[config.mk]
export PLATFORM = sky130hd
export DESIGN_NAME = csa_accumulator_flat
export DESIGN_NICKNAME = d
export VERILOG_FILES = /design/src/rtl/csa_accumulator_if.sv /design/src/rtl/csa_accumulator.sv /design/src/flat_wrapper.sv
export SDC_FILE = /design/constraint.sdc
export NUM_CORES = 1
export LEC_CHECK = 0
export ABC_AREA = 1
export BUFFER_PORTS_ARGS = -buffer_cell sky130_fd_sc_hd__buf_4
export CAP_MARGIN = 20
export CORE_ASPECT_RATIO = 0.6
export CORE_MARGIN = 2
export CORE_UTILIZATION = 43
export CTS_CLUSTER_DIAMETER = 40
export DETAILED_ROUTE_END_ITERATION = 10
export HOLD_SLACK_MARGIN = 0.02
export MAX_ROUTING_LAYER = met4
export PLACE_DENSITY = 0.68
export REMOVE_ABC_BUFFERS = 1
export SKIP_LAST_GASP = 1
export SLEW_MARGIN = 30
export SYNTH_ARGS = -nofsm -noshare
export SYNTH_HDL_FRONTEND = slang
export SYNTH_SLANG_ARGS = --single-unit
[constraint.sdc]
create_clock -name clk -period 1.7 [get_ports clk]
set_input_delay 0.34 -clock clk [delete_from_list [all_inputs] [get_ports clk]]
set_output_delay 0.34 -clock clk [all_outputs]
set_load 0.05 [all_outputs]
[src/rtl/csa_accumulator_if.sv]
// Handshake bundle for csa_accumulator: sample stream in, block result out.
// The environment drives the master side; the accumulator uses the slave side.
interface csa_accumulator_if #(
  parameter int unsigned WIDTH     = 12,
  parameter int unsigned ACC_WIDTH = 16
);
  logic                 in_valid;
  logic                 in_ready;
  logic [WIDTH-1:0]     in_sum;
  logic                 in_cout;
  logic                 clear;
  logic                 out_valid;
  logic                 out_ready;
  logic [ACC_WIDTH-1:0] acc_out;
  logic                 ovf;
  logic [7:0]           count;

  modport master (
    output in_valid, in_sum, in_cout, clear, out_ready,
    input  in_ready, out_valid, acc_out, ovf, count
  );

  modport slave (
    input  in_valid, in_sum, in_cout, clear, out_ready,
    output in_ready, out_valid, acc_out, ovf, count
  );
endinterface

[src/rtl/csa_accumulator.sv]
// Block accumulator for carry-select adder results: sums BLOCK_LEN samples, then holds the total.
// Define CSA_ACC_SAT_EN to saturate the accumulator on overflow instead of wrapping.
module csa_accumulator #(
  parameter int unsigned WIDTH     = 12,
  parameter int unsigned ACC_WIDTH = 16,
  parameter int unsigned BLOCK_LEN = 4
) (
  input logic              clk,
  input logic              rst,
  csa_accumulator_if.slave bus
);

  typedef enum logic [0:0] {StAcc, StDone} state_e;

  localparam logic [7:0] LastCount = 8'(BLOCK_LEN - 1);

  state_e               state_q;
  logic [ACC_WIDTH-1:0] acc_q;
  logic                 ovf_q;
  logic [7:0]           count_q;
  logic                 in_ready_q;
  logic                 out_valid_q;

  logic [ACC_WIDTH-1:0] value;
  logic [ACC_WIDTH:0]   sum_ext;
  logic                 carry;
  logic [ACC_WIDTH-1:0] acc_nxt;

  // The adder carry-out is the MSB of the sample, so the sample is WIDTH+1 bits wide.
  assign value = ACC_WIDTH'({bus.in_cout, bus.in_sum});

  always_comb begin
    sum_ext = {1'b0, acc_q} + {1'b0, value};
    carry   = sum_ext[ACC_WIDTH];
`ifdef CSA_ACC_SAT_EN
    // Once saturated, any further non-zero add carries again, so all-ones is sticky.
    acc_nxt = carry ? '1 : sum_ext[ACC_WIDTH-1:0];
`else
    acc_nxt = sum_ext[ACC_WIDTH-1:0];
`endif
  end

  always_ff @(posedge clk) begin
    if (rst || bus.clear) begin
      state_q     <= StAcc;
      acc_q       <= '0;
      ovf_q       <= 1'b0;
      count_q     <= '0;
      in_ready_q  <= 1'b1;
      out_valid_q <= 1'b0;
    end else begin
      unique case (state_q)
        StAcc: begin
          if (bus.in_valid) begin
            acc_q   <= acc_nxt;
            ovf_q   <= ovf_q | carry;
            count_q <= count_q + 8'd1;
            if (count_q == LastCount) begin
              state_q     <= StDone;
              in_ready_q  <= 1'b0;
              out_valid_q <= 1'b1;
            end
          end
        end
        StDone: begin
          if (bus.out_ready) begin
            state_q     <= StAcc;
            acc_q       <= '0;
            ovf_q       <= 1'b0;
            count_q     <= '0;
            in_ready_q  <= 1'b1;
            out_valid_q <= 1'b0;
          end
        end
        default: begin
          state_q <= StAcc;
        end
      endcase
    end
  end

  assign bus.in_ready  = in_ready_q;
  assign bus.out_valid = out_valid_q;
  assign bus.acc_out   = acc_q;
  assign bus.ovf       = ovf_q;
  assign bus.count     = count_q;

endmodule

[src/flat_wrapper.sv]
// flat-port wrapper written by rule: the top's interface ports become plain ports
module csa_accumulator_flat 
#(
  parameter int unsigned WIDTH     = 12,
  parameter int unsigned ACC_WIDTH = 16,
  parameter int unsigned BLOCK_LEN = 4
)
  (clk, rst, bus_in_valid, bus_in_sum, bus_in_cout, bus_clear, bus_out_ready, bus_in_ready, bus_out_valid, bus_acc_out, bus_ovf, bus_count);
  csa_accumulator_if #(.WIDTH(WIDTH), .ACC_WIDTH(ACC_WIDTH)) bus_i ();
  input logic clk;
  input logic rst;
  input wire logic [$bits(bus_i.in_valid)-1:0] bus_in_valid;
  input wire logic [$bits(bus_i.in_sum)-1:0] bus_in_sum;
  input wire logic [$bits(bus_i.in_cout)-1:0] bus_in_cout;
  input wire logic [$bits(bus_i.clear)-1:0] bus_clear;
  input wire logic [$bits(bus_i.out_ready)-1:0] bus_out_ready;
  output wire logic [$bits(bus_i.in_ready)-1:0] bus_in_ready;
  output wire logic [$bits(bus_i.out_valid)-1:0] bus_out_valid;
  output wire logic [$bits(bus_i.acc_out)-1:0] bus_acc_out;
  output wire logic [$bits(bus_i.ovf)-1:0] bus_ovf;
  output wire logic [$bits(bus_i.count)-1:0] bus_count;
  assign bus_i.in_valid = bus_in_valid;
  assign bus_i.in_sum = bus_in_sum;
  assign bus_i.in_cout = bus_in_cout;
  assign bus_i.clear = bus_clear;
  assign bus_i.out_ready = bus_out_ready;
  assign bus_in_ready = bus_i.in_ready;
  assign bus_out_valid = bus_i.out_valid;
  assign bus_acc_out = bus_i.acc_out;
  assign bus_ovf = bus_i.ovf;
  assign bus_count = bus_i.count;
  csa_accumulator #(.WIDTH(WIDTH), .ACC_WIDTH(ACC_WIDTH), .BLOCK_LEN(BLOCK_LEN)) u_core (.clk(clk), .rst(rst), .bus(bus_i));
endmodule
==> metrics.md, run 1 <==
| Metric | Value |
|---|---|
| Worst path max stage delay | `0.36 ns` |
| WS Path Type | `reg2reg` |
| Static Leak | `1.35 nW` |
| Final worst slack | `-0.0181 ns` |
| Crit path from | `u_core.bus.acc_out[0]` |
| Final instance area | `2790 um^2` |
| Worst slew pin tran | `0.615 ns` |
| Top FF cell, synth | `dfxtp_1` |
| PnR Total Power | `1.50 mW` |
| Pwr per Cell Area | `536 nW/um^2` |
| Crit share post-route | `101%` |
| Number of library cell types mapped by synthesis | `27` |
| # H-tree levels | `1` |
| Final Setup Violations | `1` |
| Reg clk slew, reported paths | `0.09 ns` |
| Post-synth top area cell | `dfxtp_1` |
| Cts-stage hold buffer count | `0` |
| Post-DP HPWL | `4.30 mm` |
| Status | `finished with violations` |
| Post-Route WL | `5.65 mm` |
| Die H | `56.5 um` |
| Final Hold Vio Count | `0` |
| Worst-path cell chain | `ha_4 -> inv_2 -> fa_2 -> inv_2 -> nand3_2 -> nand3_4 -> nand2_2 -> nand2_2 -> nand2_2 -> nand2_2 -> nand3_2 -> nand2_1 -> nor2_1` |
| Crit end category | `flip-flop` |
| Clk Latency, worst-skew pair | `0.27 ns` |
| DRC viols | `0` |
| Max Fclk | `582 MHz` |
| Hold crit path type | `in2reg` |
| Post-synth EDFFs | `0` |
| Synthesized area | `1970 um^2` |
| R2r setup slk | `-0.02 ns` |
| First-pass DRT Iterations | `5` |
| WP depth | `13` |
| Largest delay contributor family on the critical path | `simple AND/OR/NAND/NOR gates` |
| RSZ-0062 raised after global routing | `true` |
| Post-synthesis cell count | `311` |
| First-pass GRT wire length | `8.80 mm` |
| Pin count of the biggest net entering global routing | `15` |
| Vias in the first global route | `1876` |
| Hold WS | `0.372 ns` |
| Routability cong. | `0.946` |
| Wirelength per Cell | `12.9 um` |
| Synth top cells by count | `nand2_1, inv_1, a21oi_1` |
| Post-Place Cells | `433` |
| Average size of a mapped cell | `6.35 um^2` |
| Buf+Inv Stages, Crit Path | `2` |
| Core area | `4490 um^2` |
| CP dominant cell by count | `nand2_2` |
| Sink Count | `28` |
| Count leader, synth | `nand2_1` |
| Worst-case clock buffer depth | `2` |
| Data required time of the worst path | `1.87 ns` |
| Ys async rst share | `0%` |
| Area Overhead vs Synth | `41.4%` |
| Worst-path maximum fanout | `3` |
| Crit path launch type | `flip-flop` |
| Final Critical Period | `1.72 ns` |
| CP max stage cell | `dfxtp_2` |
| Reg-to-Reg Start | `u_core.bus.acc_out[0]` |
| Grt total ovfl | `0` |
| Seq cells post-synth | `28` |
| NumNets Final | `410` |
| N_diodes | `0` |
| Peak supply drop | `276 uV` |
| CTS buffer count | `3` |
| Slew Limit Fails | `0` |
| Max Cap Viol | `0` |
| I/O pin cnt | `45` |
| CTS tree | `done` |
| Failing checks | `setup timing` |
| Die X-Extent | `91.5 um` |
| Yosys top cell area share | `28.4%` |
| All-Layer GR Usage | `21.8%` |
| Initial Utilization | `43.9%` |
| Clock Tree Root | `clkbuf_8` |
| Vias per cell | `4.97` |
| DIE AREA | `5170 um^2` |
| Initial antenna violation count | `0` |
| Initial drt markers | `162` |
| Clock skew | `0.00608 ns` |
| Worst slew margin | `58.9%` |
| Synth area leaders | `dfxtp_1, nand2_1, ha_1, inv_1, a21oi_1` |
| Arrival time worst endpoint | `1.89 ns` |
| Yosys warnings | `0` |
| Core Rows | `19` |
| Placed Area | `2490 um^2` |
| Final std cells w/o fill | `438` |
| Port Buffers | `44` |
| CP endpoint | `u_core.bus.acc_out[14]` |
| Register area share after synthesis | `28.4%` |
| Layout cells sized above 1 | `34.9%` |
| Worst R2R Path Depth | `13` |
| Routed Antenna Nets | `0` |
| Via count | `2178` |
| Fin util | `62.2%` |
| Reg-to-reg endpoint | `u_core.bus.acc_out[14]` |
==> worst min-delay path, cell delays in order <==
cell     delay (ns)
buf_4          0.08
nor2_1         0.06
o21ai_0        0.08
a21oi_1        0.04
==> kinds of logic (layout without fill, tap and decap cells) <==
kind of cell	after synthesis	after routing	share of synthesized area [%]
XOR/XNOR	1	1	0.444
flip-flops	28	28	28.4
AND/OR/NAND/NOR	172	172	39.0
adder cells (fa/ha/maj)	15	15	9.89
buffers and inverters	51	115	10.5
AO/OA/AOI/OAI	44	44	11.7
==> cells in the final DEF, fill, tap and decap left out <==
cell type,count
a21o_1,1
a21oi_1,27
a21oi_2,7
and2_1,1
buf_4,63
buf_6,1
clkbuf_8,3
clkinv_1,1
dfxtp_1,26
dfxtp_2,2
fa_2,1
ha_1,2
ha_2,2
ha_4,10
inv_1,43
inv_2,4
nand2_1,86
nand2_2,16
nand2_4,1
nand3_1,14
nand3_2,10
nand3_4,2
nand4_1,7
nand4_2,1
nor2_1,22
nor2_2,5
nor3_1,4
nor3_2,1
o21ai_0,8
o22ai_1,1
or2_2,2
xor2_1,1
==> layer usage <==
| metal | part of all wire, % | track usage (%) | vias to the layer above |
|---|---|---|---|
| met5 | 0 | - | - |
| met4 | 1.3 | 3.46 | 0 |
| met3 | 7.5 | 4.03 | 10 |
| met2 | 41 | 28.8 | 81 |
| met1 | 50 | 34.2 | 968 |
| li1 | - | - | 1119 |
==> how the worst min path moves through the flow <==
| stage | startpoint | endpoint | cells past startpoint |
|---|---|---|---|
| 3_3_place_gp | u_core.bus.out_valid | u_core.bus.out_valid | 2 |
| 6_report | rst | u_core.bus.count[0] | 4 |
| 5_1_grt | rst | u_core.bus.count[0] | 4 |
| 2_1_floorplan | u_core.state_q | u_core.state_q | 2 |
| 4_1_cts | rst | u_core.bus.count[0] | 4 |
| 3_5_place_dp | u_core.bus.out_valid | u_core.bus.out_valid | 2 |
==> metrics by stage <==
| step | setup TNS [ns] | setup slack, ns |
|---|---|---|
| floorplan | -2.11 | -0.405 |
| global placement | -0.361 | -0.112 |
| detailed placement | -0.686 | -0.175 |
| CTS | 0 | 0.000616 |
| global route | -0.358 | -0.0959 |
| finish | -0.0181 | -0.0181 |
==> sequential cells by signal (all words and copies together) (netlist names) <==
signal / cells
u_core.bus.acc_out: 16
u_core.bus.count: 8
u_core.bus.in_ready: 1
u_core.bus.out_valid: 1
u_core.bus.ovf: 1
u_core.state_q: 1
==> where the power goes <==
| group | internal [mW] | total (mW) | leakage (nW) | switching (mW) |
|---|---|---|---|---|
| combinational | 0.191 | 0.458 | 1.10 | 0.267 |
| clock | 0.159 | 0.355 | 0.0216 | 0.196 |
| sequential | 0.670 | 0.686 | 0.228 | 0.0152 |
==> repair_timing <==
action	4_1_cts	5_1_grt
gates cloned	0	0
endpoints found under the setup margin	3	12
pin swaps	1	5
resized for setup	6	42
buffers inserted	1	1
==> final cells by class <==
class | count | area (um^2)
Sequential cell | 28 | 563
Fill cell | 424 | 1700
Inverter | 48 | 180
Timing Repair Buffer | 64 | 484
Multi-Input combinational cell | 232 | 1450
Tap cell | 63 | 78.8
Clock buffer | 3 | 41.3
Power figures use the tool's default switching activity.
==> run 2: changes to the inputs <==
CTS_BUF_LIST = sky130_fd_sc_hd__clkbuf_2   (was default)
SKIP_CTS_REPAIR_TIMING = 1   (was default)
==> metrics.md, run 2 (same netlist as run 1, synthesis figures left out) <==
| Metric | Value |
|---|---|
| R2r setup slk | `-0.02 ns (about the same)` |
| Worst R2R Path Depth | `13 (unchanged)` |
| Data required time of the worst path | `2.01 ns (was 1.87 ns)` |
| Max reg flops | `16 (unchanged)` |
| DRC viols | `0 (unchanged)` |
| Register area | `573 um^2 (was 563 um^2)` |
| Max Cap Viol | `0 (unchanged)` |
| DIE AREA | `5170 um^2 (unchanged)` |
| Fin util | `60.1% (was 62.2%)` |
| Initial antenna violation count | `0 (unchanged)` |
| PnR Total Power | `1.37 mW (was 1.50 mW)` |
| Worst slew pin tran | `0.576 ns (was 0.615 ns)` |
| Routability cong. | `0.946 (unchanged)` |
| Core area | `4490 um^2 (unchanged)` |
| Clk Latency, worst-skew pair | `0.37 ns (was 0.27 ns)` |
| Most common cell after layout, fill and taps aside | `nand2_1 (unchanged)` |
| Crit share post-route | `101% (about the same)` |
| Peak supply drop | `279 uV (was 276 uV)` |
| Flop pwr share | `50.2% (was 45.8%)` |
| Final worst slack | `-0.0164 ns (was -0.0181 ns)` |
| Worst-case clock buffer depth | `2 (unchanged)` |
| Hold WS | `0.247 ns (was 0.372 ns)` |
| Worst path max stage delay | `0.41 ns (was 0.36 ns)` |
| Fill count | `440 (was 424)` |
| Sw frac | `34.5% (was 31.9%)` |
| Reg clk slew, reported paths | `0.27 ns (was 0.09 ns)` |
| # H-tree levels | `1 (unchanged)` |
| Slew Limit Fails | `0 (unchanged)` |
| P_int | `898 uW (was 1.02 mW)` |
| Die H | `56.5 um (unchanged)` |
| Post-DP HPWL | `4.30 mm (unchanged)` |
| Combinational share of power | `31.8% (was 30.6%)` |
| Arrival time worst endpoint | `2.03 ns (was 1.89 ns)` |
| Crit path from | `u_core.bus.acc_out[0] (unchanged)` |
| Setup TNS | `-0.0164 ns (was -0.0181 ns)` |
| NumNets Final | `410 (unchanged)` |
| WS Path Type | `reg2reg (unchanged)` |
| Clk pwr share | `18.1% (was 23.7%)` |
| Max Fclk | `583 MHz (was 582 MHz)` |
| Final Hold Vio Count | `0 (unchanged)` |
| Switching pwr | `472 uW (was 478 uW)` |
| Clock skew | `0.0141 ns (was 0.00608 ns)` |
| Buf+Inv Stages, Crit Path | `2 (unchanged)` |
| Final instance area | `2700 um^2 (was 2790 um^2)` |
| Crit end category | `flip-flop (unchanged)` |
| Core Rows | `19 (unchanged)` |
| Worst-path cell chain | `ha_4 -> inv_2 -> fa_2 -> inv_2 -> nand3_2 -> nand3_4 -> nand2_2 -> nand2_2 -> nand2_2 -> nand2_4 -> nand3_2 -> nand2_1 -> nor2_1 (was ha_4 -> inv_2 -> fa_2 -> inv_2 -> nand3_2 -> nand3_4 -> nand2_2 -> nand2_2 -> nand2_2 -> nand2_2 -> nand3_2 -> nand2_1 -> nor2_1)` |
| Setup WS pre-CTS | `-0.175 ns (unchanged)` |
| Initial drt markers | `193 (was 162)` |
| CP max stage cell | `dfxtp_2 (unchanged)` |
| Reg-to-Reg Start | `u_core.bus.acc_out[0] (unchanged)` |
| Post-Route WL | `5.56 mm (was 5.65 mm)` |
| Clock Tree Root | `clkbuf_2 (was clkbuf_8)` |
| Crit path launch type | `flip-flop (unchanged)` |
| Worst hold start | `rst (unchanged)` |
| CTS buffer count | `3 (unchanged)` |
| Hold Path End | `u_core.bus.count[0] (unchanged)` |
| Static Leak | `1.33 nW (was 1.35 nW)` |
| Worst Hold Depth | `4 (unchanged)` |
| Sink Count | `28 (unchanged)` |
| RSZ-0062 raised after global routing | `true (unchanged)` |
| Multi-input gate area | `1370 um^2 (was 1450 um^2)` |
| Grt total ovfl | `0 (unchanged)` |
| First-pass DRT Iterations | `5 (unchanged)` |
| Worst slew margin | `61.6% (was 58.9%)` |
| I/O pin cnt | `45 (unchanged)` |
| Most frequent cells in the layout | `nand2_1, buf_4, inv_1 (unchanged)` |
| Status | `finished with violations (unchanged)` |
| Die X-Extent | `91.5 um (unchanged)` |
| Layout cells sized above 1 | `35.7% (was 34.9%)` |
| Final Critical Period | `1.72 ns (about the same)` |
| Worst-path maximum fanout | `4 (was 3)` |
| CTS tree | `done (unchanged)` |
| Vias per cell | `5.05 (was 4.97)` |
| Port Buffers | `44 (unchanged)` |
| Initial Utilization | `43.9% (unchanged)` |
| Via count | `2211 (was 2178)` |
| Final Setup Violations | `1 (unchanged)` |
| Post-Place Cells | `433 (unchanged)` |
| Area Overhead vs Synth | `36.7% (was 41.4%)` |
| Reg-to-reg endpoint | `u_core.bus.acc_out[14] (unchanged)` |
| Hold crit path type | `in2reg (unchanged)` |
| Failing checks | `setup timing (unchanged)` |
| CP dominant cell by count | `nand2_2 (unchanged)` |
| Vias in the first global route | `1836 (was 1876)` |
| Routed Antenna Nets | `0 (unchanged)` |
| All-Layer GR Usage | `21.5% (was 21.8%)` |
| Placed Area | `2490 um^2 (unchanged)` |
| Pwr per Cell Area | `508 nW/um^2 (was 536 nW/um^2)` |
| Final std cells w/o fill | `438 (unchanged)` |
| First-pass GRT wire length | `8.67 mm (was 8.80 mm)` |
| N_diodes | `0 (unchanged)` |
| Wirelength per Cell | `12.7 um (was 12.9 um)` |
| Largest delay contributor family on the critical path | `simple AND/OR/NAND/NOR gates (unchanged)` |
| Pin count of the biggest net entering global routing | `15 (unchanged)` |
## run 2: cell type report
type                            count  area share [%]
Timing Repair Buffer               64            17.8
Multi-Input combinational cell    232            50.8
Inverter                           48            6.68
Clock buffer                        3           0.556
Tap cell                           63            2.92
Sequential cell                    28            21.2
## run 2: tightest hold or removal path: cells and delay by family
| kind | cells | cell delay [ns] |
|---|---|---|
| compound gates | 2 | 0.12 |
| simple gates | 1 | 0.06 |
| buf+inv | 1 | 0.08 |
## run 2: per-layer routing
metal	global-route usage, %	up-vias	share of wire (%)
met1	34.1	986	51
met4	2.60	0	0.32
met3	4.03	4	7.7
li1	-	1128	-
met2	28.5	93	41
met5	-	-	0
## run 2: how the worst max path moves through the flow
stage | end | slack, ns | cells after the start
floorplan | u_core.bus.acc_out[14] | -0.40 | 13
global placement | u_core.bus.acc_out[14] | -0.11 | 14
detailed placement | u_core.bus.acc_out[14] | -0.18 | 14
CTS | u_core.bus.acc_out[14] | -0.12 | 13
global route | u_core.bus.acc_out[14] | -0.08 | 13
finish | u_core.bus.acc_out[14] | -0.02 | 13
## run 2: power groups by stage
stage	clock [mW]	combinational (mW)	sequential, mW
2_1_floorplan	0	0.197	0.746
3_3_place_gp	0	0.389	0.696
3_5_place_dp	0	0.394	0.696
4_1_cts	0.256	0.396	0.685
5_1_grt	0.277	0.476	0.690
6_report	0.248	0.435	0.687
==> run 3: changes to the inputs <==
CAP_MARGIN = default   (was 20)
CORE_ASPECT_RATIO = default   (was 0.6)
GPL_TIMING_DRIVEN = 0   (was default)
==> metrics.md, run 3 (same netlist as run 1, synthesis figures left out) <==
| Metric | Value |
|---|---|
| PnR Total Power | `1.48 mW (was 1.37 mW)` |
| Worst slew margin | `62.3% (was 61.6%)` |
| Worst-path cell chain | `ha_4 -> inv_2 -> fa_2 -> inv_2 -> nand3_2 -> nand3_2 -> nand2_1 -> nand2_2 -> nand2_2 -> nand2_4 -> nand3_2 -> nand2_1 -> nor2_1 (was ha_4 -> inv_2 -> fa_2 -> inv_2 -> nand3_2 -> nand3_4 -> nand2_2 -> nand2_2 -> nand2_2 -> nand2_4 -> nand3_2 -> nand2_1 -> nor2_1)` |
| Most common cell after layout, fill and taps aside | `nand2_1 (unchanged)` |
| Reg-to-Reg Start | `u_core.bus.acc_out[0] (unchanged)` |
| Worst-case clock buffer depth | `2 (unchanged)` |
| DIE AREA | `5150 um^2 (was 5170 um^2)` |
| Crit path launch type | `flip-flop (unchanged)` |
| WP depth | `13 (unchanged)` |
| First-pass DRT Iterations | `4 (was 5)` |
| RSZ-0062 raised after global routing | `true (unchanged)` |
| Worst hold start | `rst (unchanged)` |
| Vias in the first global route | `1843 (was 1836)` |
| Status | `finished with violations (unchanged)` |
| Pwr per Cell Area | `584 nW/um^2 (was 508 nW/um^2)` |
| Hold WS | `0.200 ns (was 0.247 ns)` |
| Fin util | `57.9% (was 60.1%)` |
| Final Hold Vio Count | `0 (unchanged)` |
| Worst Hold Depth | `4 (unchanged)` |
| Largest delay contributor family on the critical path | `simple AND/OR/NAND/NOR gates (unchanged)` |
| Wirelength per Cell | `11.7 um (was 12.7 um)` |
| Peak supply drop | `296 uV (was 279 uV)` |
| Post-Route WL | `4.85 mm (was 5.56 mm)` |
| Die X-Extent | `71.8 um (was 91.5 um)` |
| First-pass GRT wire length | `7.96 mm (was 8.67 mm)` |
| Final Critical Period | `1.73 ns (was 1.72 ns)` |
| Arrival time worst endpoint | `2.06 ns (was 2.03 ns)` |
| N_diodes | `0 (unchanged)` |
| Hold Path End | `u_core.bus.count[0] (unchanged)` |
| Routability cong. | `0.907 (was 0.946)` |
| Final std cells w/o fill | `414 (was 438)` |
| Sink Count | `28 (unchanged)` |
| Clock skew | `0.0105 ns (was 0.0141 ns)` |
| Failing checks | `setup timing (unchanged)` |
| Port Buffers | `44 (unchanged)` |
| Most frequent cells in the layout | `nand2_1, buf_4, inv_1 (unchanged)` |
| Initial drt markers | `114 (was 193)` |
| Vias per cell | `5.05 (about the same)` |
| NumNets Final | `396 (was 410)` |
| Max Cap Viol | `0 (unchanged)` |
| WS Path Type | `reg2reg (unchanged)` |
| CP max stage cell | `dfxtp_4 (was dfxtp_2)` |
| Worst path max stage delay | `0.43 ns (was 0.41 ns)` |
| Final worst slack | `-0.0319 ns (was -0.0164 ns)` |
| CTS tree | `done (unchanged)` |
| R2r setup slk | `-0.03 ns (was -0.02 ns)` |
| Crit end category | `flip-flop (unchanged)` |
| Buf+Inv Stages, Crit Path | `2 (unchanged)` |
| Post-Place Cells | `404 (was 433)` |
| DRC viols | `0 (unchanged)` |
| Via count | `2090 (was 2211)` |
| Pin count of the biggest net entering global routing | `17 (was 15)` |
| Post-DP HPWL | `3.70 mm (was 4.30 mm)` |
| Core Rows | `24 (was 19)` |
| Slew Limit Fails | `0 (unchanged)` |
| Layout cells sized above 1 | `30.7% (was 35.7%)` |
| I/O pin cnt | `45 (unchanged)` |
| Max reg flops | `16 (unchanged)` |
| Crit share post-route | `102% (was 101%)` |
| Grt total ovfl | `0 (unchanged)` |
| CTS buffer count | `3 (unchanged)` |
| Clock Tree Root | `clkbuf_2 (unchanged)` |
| Worst-path maximum fanout | `3 (was 4)` |
| Die H | `71.8 um (was 56.5 um)` |
| Reg-to-reg endpoint | `u_core.bus.acc_out[14] (unchanged)` |
| Hold crit path type | `in2reg (unchanged)` |
| Core area | `4380 um^2 (was 4490 um^2)` |
| Worst R2R Path Depth | `13 (unchanged)` |
| Max Fclk | `577 MHz (was 583 MHz)` |
| Initial antenna violation count | `0 (unchanged)` |
| CP dominant cell by count | `nand3_2 (was nand2_2)` |
| Routed Antenna Nets | `0 (unchanged)` |
| Clk Latency, worst-skew pair | `0.37 ns (about the same)` |
| Reg clk slew, reported paths | `0.29 ns (was 0.27 ns)` |
| Static Leak | `1.27 nW (was 1.33 nW)` |
| Worst slew pin tran | `0.565 ns (was 0.576 ns)` |
| Data required time of the worst path | `2.03 ns (was 2.01 ns)` |
| # H-tree levels | `1 (unchanged)` |
| Initial Utilization | `45.0% (was 43.9%)` |
| Final Setup Violations | `4 (was 1)` |
| All-Layer GR Usage | `19.4% (was 21.5%)` |
| Area Overhead vs Synth | `28.6% (was 36.7%)` |
## run 3: cell types whose count changed in the layout (fill, tap and decap cells not counted), sizes merged
cell / change
buf: -14
bufinv: +1
## run 3: worst max path at each step
stage,from,endpoint
final,u_core.bus.acc_out[0],u_core.bus.acc_out[14]
after detailed placement,bus_in_sum[0],u_core.bus.acc_out[14]
after floorplan,u_core.bus.acc_out[0],u_core.bus.acc_out[14]
after CTS,u_core.bus.acc_out[0],u_core.bus.acc_out[14]
after global routing,u_core.bus.acc_out[0],u_core.bus.acc_out[14]
after global placement,bus_in_sum[0],u_core.bus.acc_out[14]
## run 3: metal layers
layer | GRT usage (%) | routed length [um]
met1 | 26.6 | 2430
met2 | 31.5 | 2210
met3 | 1.97 | 187
met4 | 3.56 | 27
met5 | - | 0
## run 3: area by class of cell
| type | count | area (um^2) |
|---|---|---|
| Clock buffer | 3 | 15.0 |
| Clock inverter | 1 | 30.0 |
| Fill cell | 445 | 1840 |
| Inverter | 48 | 180 |
| Multi-Input combinational cell | 232 | 1300 |
| Sequential cell | 28 | 573 |
| Tap cell | 52 | 65.1 |
| Timing Repair Buffer | 50 | 379 |
## run 3: metrics by stage
step	setup slack, ns	setup TNS [ns]	instance area (um^2)
floorplan	-0.405	-2.11	1950
global placement	-0.309	-1.11	2340
detailed placement	-0.341	-1.31	2340
CTS	-0.310	-1.17	2390
global route	-0.123	-0.505	2540
finish	-0.0319	-0.0693	2540
## run 3: worst min-delay path: cells and delay by family
kind                   cells  cell delay, ns
AO/OA/AOI/OAI              2            0.11
buffers and inverters      1            0.07
AND/OR/NAND/NOR            1            0.05
## run 3: power breakdown
part | internal [mW] | switching (mW)
combinational | 0.141 | 0.238
sequential | 0.674 | 0.0133
clock | 0.202 | 0.214
total | 1.02 | 0.465
